## src/rtl/ctrl_blk_2.sv

```systemverilog
`default_nettype none
// ============================================================================
// Module      : ctrl_blk_2
// Description : Pops bytes from a FIFO, accumulates groups of four and
//               writes their average to a RAM at a descending address.
//               Optional macro CTRL_BLK_2_ROUND_EN selects round-to-nearest
//               averaging; when undefined the average is truncated.
// Revision    : 1.0 - initial release
// ============================================================================
module ctrl_blk_2 #(
  parameter int                ADDR_W     = 11,
  parameter logic [ADDR_W-1:0] START_ADDR = {ADDR_W{1'b1}}
) (
  input  logic              clk_2,
  input  logic              reset,
  input  logic              fifo_empty,
  input  logic [7:0]        fifo_data,
  output logic              rd_fifo,
  output logic              ram_wr_n,
  output logic [ADDR_W-1:0] ram_addr,
  output logic [7:0]        ram_data
);

  typedef enum logic [1:0] {
    ST_RD  = 2'd0,
    ST_CAP = 2'd1,
    ST_WR  = 2'd2
  } state_t;

  state_t            state_q, state_d;
  logic [9:0]        sum_q, sum_d;
  logic [1:0]        cnt_q, cnt_d;
  logic [ADDR_W-1:0] addr_q, addr_d;
  logic [7:0]        data_q, data_d;

  // Running sum including the byte presented this cycle.
  logic [9:0] w_sum_cap;
  logic [7:0] w_avg;

  assign w_sum_cap = sum_q + {2'b00, fifo_data};

`ifdef CTRL_BLK_2_ROUND_EN
  // Max sum 1020, +2 = 1022 still fits in 10 bits, so no overflow.
  assign w_avg = 8'((w_sum_cap + 10'd2) >> 2);
`else
  assign w_avg = 8'(w_sum_cap >> 2);
`endif

  // State and datapath registers; reset discards any partial packet at once.
  always_ff @(posedge clk_2 or posedge reset) begin
    if (reset) begin
      state_q <= ST_RD;
      sum_q   <= '0;
      cnt_q   <= '0;
      addr_q  <= START_ADDR;
      data_q  <= '0;
    end else begin
      state_q <= state_d;
      sum_q   <= sum_d;
      cnt_q   <= cnt_d;
      addr_q  <= addr_d;
      data_q  <= data_d;
    end
  end

  // Next-state, datapath updates and strobes.
  always_comb begin
    state_d  = state_q;
    sum_d    = sum_q;
    cnt_d    = cnt_q;
    addr_d   = addr_q;
    data_d   = data_q;
    rd_fifo  = 1'b0;
    ram_wr_n = 1'b1;

    case (state_q)
      ST_RD: begin
        // Reset gating keeps the pop request low while reset is held.
        rd_fifo = ~fifo_empty & ~reset;
        if (!fifo_empty) begin
          state_d = ST_CAP;
        end
      end

      ST_CAP: begin
        sum_d = w_sum_cap;
        cnt_d = cnt_q + 2'd1;
        if (cnt_q == 2'd3) begin
          // Fourth byte: latch the average so it is stable for the write.
          data_d  = w_avg;
          state_d = ST_WR;
        end else begin
          state_d = ST_RD;
        end
      end

      ST_WR: begin
        ram_wr_n = 1'b0;
        sum_d    = '0;
        cnt_d    = '0;
        addr_d   = (addr_q == '0) ? START_ADDR : addr_q - ADDR_W'(1);
        state_d  = ST_RD;
      end

      default: begin
        state_d = ST_RD;
      end
    endcase
  end

  assign ram_addr = addr_q;
  assign ram_data = data_q;

endmodule
`default_nettype wire

```

## config.mk

```make
export PLATFORM = sky130hd
export DESIGN_NAME = ctrl_blk_2
export DESIGN_NICKNAME = d
export VERILOG_FILES = /design/src/rtl/ctrl_blk_2.sv
export SDC_FILE = /design/constraint.sdc
export NUM_CORES = 1
export LEC_CHECK = 0
export ABC_AREA = 1
export CORE_UTILIZATION = 52
export CTS_CLUSTER_SIZE = 8
export DETAILED_ROUTE_END_ITERATION = 10
export PLACE_DENSITY = 0.79
export SYNTH_ARGS = -nofsm -noshare
export SYNTH_HDL_FRONTEND = slang
export SYNTH_SLANG_ARGS = --single-unit
```

## constraint.sdc

```tcl
create_clock -name clk_2 -period 1.8 [get_ports clk_2]
set_clock_uncertainty 0.1 [all_clocks]
set_input_delay 0.27 -clock clk_2 [delete_from_list [all_inputs] [get_ports clk_2]]
set_output_delay 0.27 -clock clk_2 [all_outputs]
set_load 0.1 [all_outputs]
```

==> results of run 1 <==
## final timing paths
path	startpoint	to	slack (ps)
min in group clk_2	sum_q[7]	sum_q[7]	400
min reg2reg	sum_q[7]	sum_q[7]	400
min	reset	state_q[0]	250
max	state_q[0]	ram_wr_n	50
max in group asynchronous	reset	ram_addr[4]	1100
max reg2reg	sum_q[0]	sum_q[8]	60
## routing by layer
| layer | routed length (um) | vias to the layer above | GRT usage, % | part of all wire, % |
|---|---|---|---|---|
| met3 | 287 | 8 | 7.98 | 6.2 |
| met5 | 0 | - | 0 | 0 |
| met4 | 57 | 0 | 12.4 | 1.2 |
| li1 | - | 824 | - | - |
| met2 | 2240 | 65 | 42.9 | 49 |
| met1 | 2010 | 800 | 33.3 | 44 |
## synth_stat cells
cell type,number,area share (%)
a21boi_0,1,0.41
a21oi_1,4,1.1
a22o_1,3,1.4
clkbuf_1,2,0.41
dfrtp_1,22,30
dfstp_2,11,16
fa_1,1,1.1
ha_1,13,8.8
inv_1,25,5.1
inv_2,1,0.20
nand2_1,70,14
nand2_2,3,1.0
nand3_1,20,5.4
nand3_2,1,0.54
nand3b_1,3,1.2
nand4_1,3,1.0
nor2_1,9,1.8
nor2_2,4,1.4
nor2_4,1,0.61
nor3_1,1,0.27
nor3_4,1,0.88
o21a_1,1,0.41
o21ai_0,11,3.0
o21ai_1,2,0.54
o21bai_1,1,0.41
xnor2_1,3,1.4
xor2_1,4,1.9
## flip-flops by register name, indices dropped and copies added, names as in the netlist
name	count
ram_addr	11
sum_q	10
ram_data	8
state_q	2
cnt_q	2
## layout by cell type, fill, tap and decap left out, types with 2 or more instances in the layout
master           instances
nor2_1                   8
nand2_1                 69
inv_1                   22
nand3_1                 18
clkdlybuf4s50_1         10
xor2_1                   3
nand3b_1                 3
ha_1                    11
dfstp_4                  2
o21ai_0                 11
dfstp_2                  9
nor2_2                   5
o21ai_1                  2
nor3_4                   2
buf_4                   17
a21oi_1                  3
inv_2                    4
clkbuf_4                 5
a22o_1                   3
nand3_2                  2
nand4_1                  3
xnor2_1                  3
dfrtp_1                 22
nand2_2                  4
buf_12                  22
## cell type report
cell class / count / area (sq um) / area share [%]
Multi-Input combinational cell: 160 / 965 / 35.5
Inverter: 26 / 97.6 / 3.59
Sequential cell: 33 / 847 / 31.1
Clock buffer: 7 / 55.1 / 2.02
Timing Repair Buffer: 49 / 668 / 24.6
Clock inverter: 1 / 30.0 / 1.10
Tap cell: 46 / 57.6 / 2.12
## per-stage QoR
stage               setup WS [ps]  hold WS, ps  setup TNS, ps
CTS                         0.380          266              0
floorplan                    20.7          261              0
global route                -30.6          265           -178
detailed placement           -324          380          -3450
global placement             -261          370          -2720
finish                       47.8          254              0
## what timing repair did
item,4_1_cts,5_1_grt
gates resized for setup,5,10
pin swaps,1,2
setup endpoints to repair,2,15
setup buffers,1,2
## logic make-up after synthesis
family / after synthesis / synth area share (%)
AO/OA/AOI/OAI: 23 / 7.25
XOR/XNOR: 7 / 3.32
adder cells (fa/ha/maj): 14 / 9.89
buffers and inverters: 28 / 5.69
flip-flops: 33 / 45.5
AND/OR/NAND/NOR: 116 / 28.4
## worst register-to-register path: stages, from the launching register on
cell and delay (ps):
dfrtp_1 400, ha_1 210, fa_2 350, nand2_1 90, nand3_2 110, nand3_2 90, nand3_1 100, nand3_1 110
nand2_1 70
==> reports/metrics.csv, run 1 <==
metric,value,unit
wl,4600,um
cts_sinks,33,
start_kind,flip-flop,
cp.required,1430,ps
layout_min_cycle_time,1750,ps
rows,21,
vias,1697,
die_w,61.6,um
ant_nets,0,
placed_cell_area,0.00256,sq mm
endpoint_kind,primary output,
grt_pass1_wl,7160,um
hold_viol_final,0,
reg2regPathDepth,8,
fin_crit_sh,97.3,%
fin_nets,300,
clk_pin_slew_worst_paths,100,ps
wl_per_cell,14.3,um
place_congestion,0.923,
finalSetupViolations,0,
clockBufferDepth,2,
slew_viol_final,0,
syn-instance-count,221,
io-pin-count,32,
routed_via_density,5.27,
final_core_util,80.9,%
rsz0062_at_grt,yes,
port-buffer-count,31,
grt_start_max_net_pins,34,
syn_area_per_cell,8.36,sq um
dieArea,0.00379,sq mm
cts_tree,built,
area_delta_synth_final,47.3,%
critical_path.top_delay_family,flip-flops,
die_y,61.6,um
slew_headroom,77.9,%
cp_num_cells,4,
grt_overflow,0,
root_buffer,clkbuf_4,
timing.fmax,0.571,GHz
crit_type,reg -> out,
hold_path_class,in -> async,
drc,0,
first_pass_iters,4,
n_antenna_cell,0,
layout-drive-gt1-share,29.3,%
core_area,0.00336,sq mm
grt_antenna_before_repair,0,
status,completed,
drtIter0Drc,85,
critPathBufInv,3,
critPathMaxFanout,4,
synth_cell_types,27,
ys_warn_count,0,
hold_buffers,0,
fill_cells,219,
fin_cells,322,
tightest_slew,330,ps
slowest_stage,dfrtp_1,
post_synth_instance_area,0.00185,sq mm
clk_latency,350,ps
final_area,0.00272,sq mm
track_usage,26.8,%
dp.cells,311,
max_stage_delay,400,ps
syn-num-nets,246,
ys_seq_area_share,45.5,%
cts_htree_levels,2,
hpwlAfterDp,3240,um
maxCapViolCount,0,
cp.arrival,1380,ps
tritoncts.num_buffers,5,
ys_seq_elements,33,
start_util,54.9,%
worstPathCellList,"inv_2, ha_2, inv_1, buf_12",
grt_pass1_vias,1673,
Power of run 1 is not shown: default switching activity piles up to over one toggle a cycle in this logic, so the estimate is an artifact.
==> run 2: changes to the inputs <==
--- a/config.mk
+++ b/config.mk
@@ -9,7 +9,7 @@
 export CORE_UTILIZATION = 52
 export CTS_CLUSTER_SIZE = 8
 export DETAILED_ROUTE_END_ITERATION = 10
-export PLACE_DENSITY = 0.79
+export PLACE_DENSITY = 0.88
 export SYNTH_ARGS = -nofsm -noshare
 export SYNTH_HDL_FRONTEND = slang
 export SYNTH_SLANG_ARGS = --single-unit
==> run 2 against run 1 <==
Against the previous run:
- worst hold slack worse by 17 ps
- final cell count rose by 1.9%
- the flow now finishes with violations (negative setup slack)
- sequential cell count stayed put
- sequential share of layout area fell by 0.20 points
- design area grew 0.64%
==> reports/metrics.csv, run 2 (synthesized netlist as in run 1, its figures left out) <==
metric,value,unit,change
crit_type,reg -> reg,,was reg -> out
clockBufferDepth,2,,unchanged
cpMostUsedCell,nand2_1,,
ant_nets,0,,unchanged
grt_overflow,0,,unchanged
start_kind,flip-flop,,unchanged
finalSetupViolations,1,,was 0
tritoncts.num_buffers,5,,unchanged
drtIter0Drc,138,,was 85
status,finished with violations,,was completed
fin_cells,328,,was 322
cts_sinks,33,,unchanged
io-pin-count,32,,unchanged
final_cell_mix,"68 x nand2_1, 23 x buf_4, 22 x dfrtp_1, 22 x buf_12, 21 x inv_1",,"was 69 x nand2_1, 22 x inv_1, 22 x dfrtp_1, 22 x buf_12, 18 x nand3_1"
slew_headroom,79.3,%,was 77.9%
layout-drive-gt1-share,31.6,%,was 29.3%
maxCapViolCount,0,,unchanged
hpwlAfterDp,3280,um,was 3240 um
seqCellArea,847,sq um,unchanged
wl,5050,um,was 4600 um
tightest_slew,309,ps,was 330 ps
cp.arrival,2010,ps,was 1380 ps
dp.cells,310,,was 311
die_y,61.6,um,unchanged
largest_reg_flops,11,,unchanged
violations,negative setup slack,,
core_area,0.00336,sq mm,unchanged
dieArea,0.00379,sq mm,unchanged
reg2regPathDepth,8,,unchanged
fin_nets,306,,was 300
routed_via_density,5.38,,was 5.27
die_w,61.6,um,unchanged
slowest_stage,dfstp_4,,was dfrtp_1
first_pass_iters,4,,unchanged
critPathMaxFanout,4,,unchanged
grt_pass1_wl,7370,um,was 7160 um
grt_start_max_net_pins,34,,unchanged
clk_latency,350,ps,about the same
start_util,54.9,%,unchanged
cts_tree,built,,unchanged
multi_input_area,972,sq um,was 965 sq um
max_stage_delay,500,ps,was 400 ps
pre_cts_ws,-335,ps,was -324 ps
fill_cells,188,,was 219
area_delta_synth_final,48.2,%,was 47.3%
drc,0,,unchanged
cts_htree_levels,2,,unchanged
rows,21,,unchanged
setup_ws,-29.2,ps,was 47.8 ps
grt_pass1_vias,1678,,"was 1,673"
hold_path_class,in -> async,,unchanged
fin_crit_sh,102,%,was 97.3%
grt_antenna_before_repair,0,,unchanged
port-buffer-count,31,,unchanged
place_congestion,0.896,,was 0.923
hold_buffers,0,,unchanged
endpoint_kind,flip-flop,,was primary output
worstPathCellList,"inv_1, ha_1, nand2_2, nor3_4, buf_4, nand2_1, o21ai_0, nand2_1",,"was inv_2, ha_2, inv_1, buf_12"
cp.required,1980,ps,was 1430 ps
track_usage,27.6,%,was 26.8%
root_buffer,clkbuf_4,,unchanged
slew_viol_final,0,,unchanged
final_common_cell,nand2_1,,unchanged
timing.fmax,0.547,GHz,was 0.571 GHz
n_antenna_cell,0,,unchanged
vias,1765,,"was 1,697"
wl_per_cell,15.4,um,was 14.3 um
clk_pin_slew_worst_paths,110,ps,was 100 ps
layout_min_cycle_time,1830,ps,was 1750 ps
setup-tns-final,-29.2,ps,was 0 ps
rsz0062_at_grt,yes,,unchanged
hold_viol_final,0,,unchanged
run 2: worst max-delay path: cells and delay by family (launching register included):
family / cells / cell delay (ps)
compound gates: 1 / 200
fa+ha+maj: 1 / 180
buf+inv: 2 / 260
flops: 1 / 500
simple gates: 4 / 520
run 2: worst paths after layout:
check,startpoint,to,slack (ps)
max,ram_addr[1],ram_addr[10],-30
min,reset,state_q[1],240
max reg2reg,ram_addr[1],ram_addr[10],-30
min reg2reg,sum_q[7],sum_q[7],400
max in group asynchronous,reset,ram_addr[8],1100
min in group clk_2,sum_q[7],sum_q[7],400
run 2: layout make-up:
cell class | instances | share of cell area [%]
multi-input combinational | 160 | 35.5
tap | 46 | 2.10
inverter | 26 | 3.56
sequential | 33 | 30.9
timing repair buffer | 55 | 26.1
clock inverter | 1 | 0.183
clock buffer | 7 | 1.65
run 2: through the flow:
stage	utilization [%]	cell area, sq um	hold slack [ps]
finish	81.4	2740	238
global route	81.4	2740	244
CTS	78.9	2650	260
detailed placement	75.9	2550	378
global placement	75.9	2550	368
floorplan	-	1870	261
run 2: what timing repair did:
| item | 4_1_cts | 5_1_grt |
|---|---|---|
| setup buffers | 4 | 6 |
| pin swaps | 3 | 6 |
| gates resized for setup | 9 | 9 |
| endpoints found under the setup margin | 4 | 13 |
run 2: metal layers:
| metal | global-route usage [%] | share of wire [%] | vias to the layer above |
|---|---|---|---|
| met5 | 0 | 0 | - |
| met4 | 13.0 | 4.5 | 0 |
| met3 | 7.77 | 5.2 | 26 |
| met2 | 43.8 | 49 | 72 |
| met1 | 34.9 | 41 | 830 |
| li1 | - | - | 837 |
Power of run 2 is left out for the same reason.
==> run 3: changes to the inputs <==
--- a/config.mk
+++ b/config.mk
@@ -6,6 +6,7 @@
 export NUM_CORES = 1
 export LEC_CHECK = 0
 export ABC_AREA = 1
+export CAP_MARGIN = 10
 export CORE_UTILIZATION = 52
 export CTS_CLUSTER_SIZE = 8
 export DETAILED_ROUTE_END_ITERATION = 10
==> results of run 3 <==
No change in the layout: final DEF, timing and power equal those of run 2.
Power of run 3 is left out for the same reason.
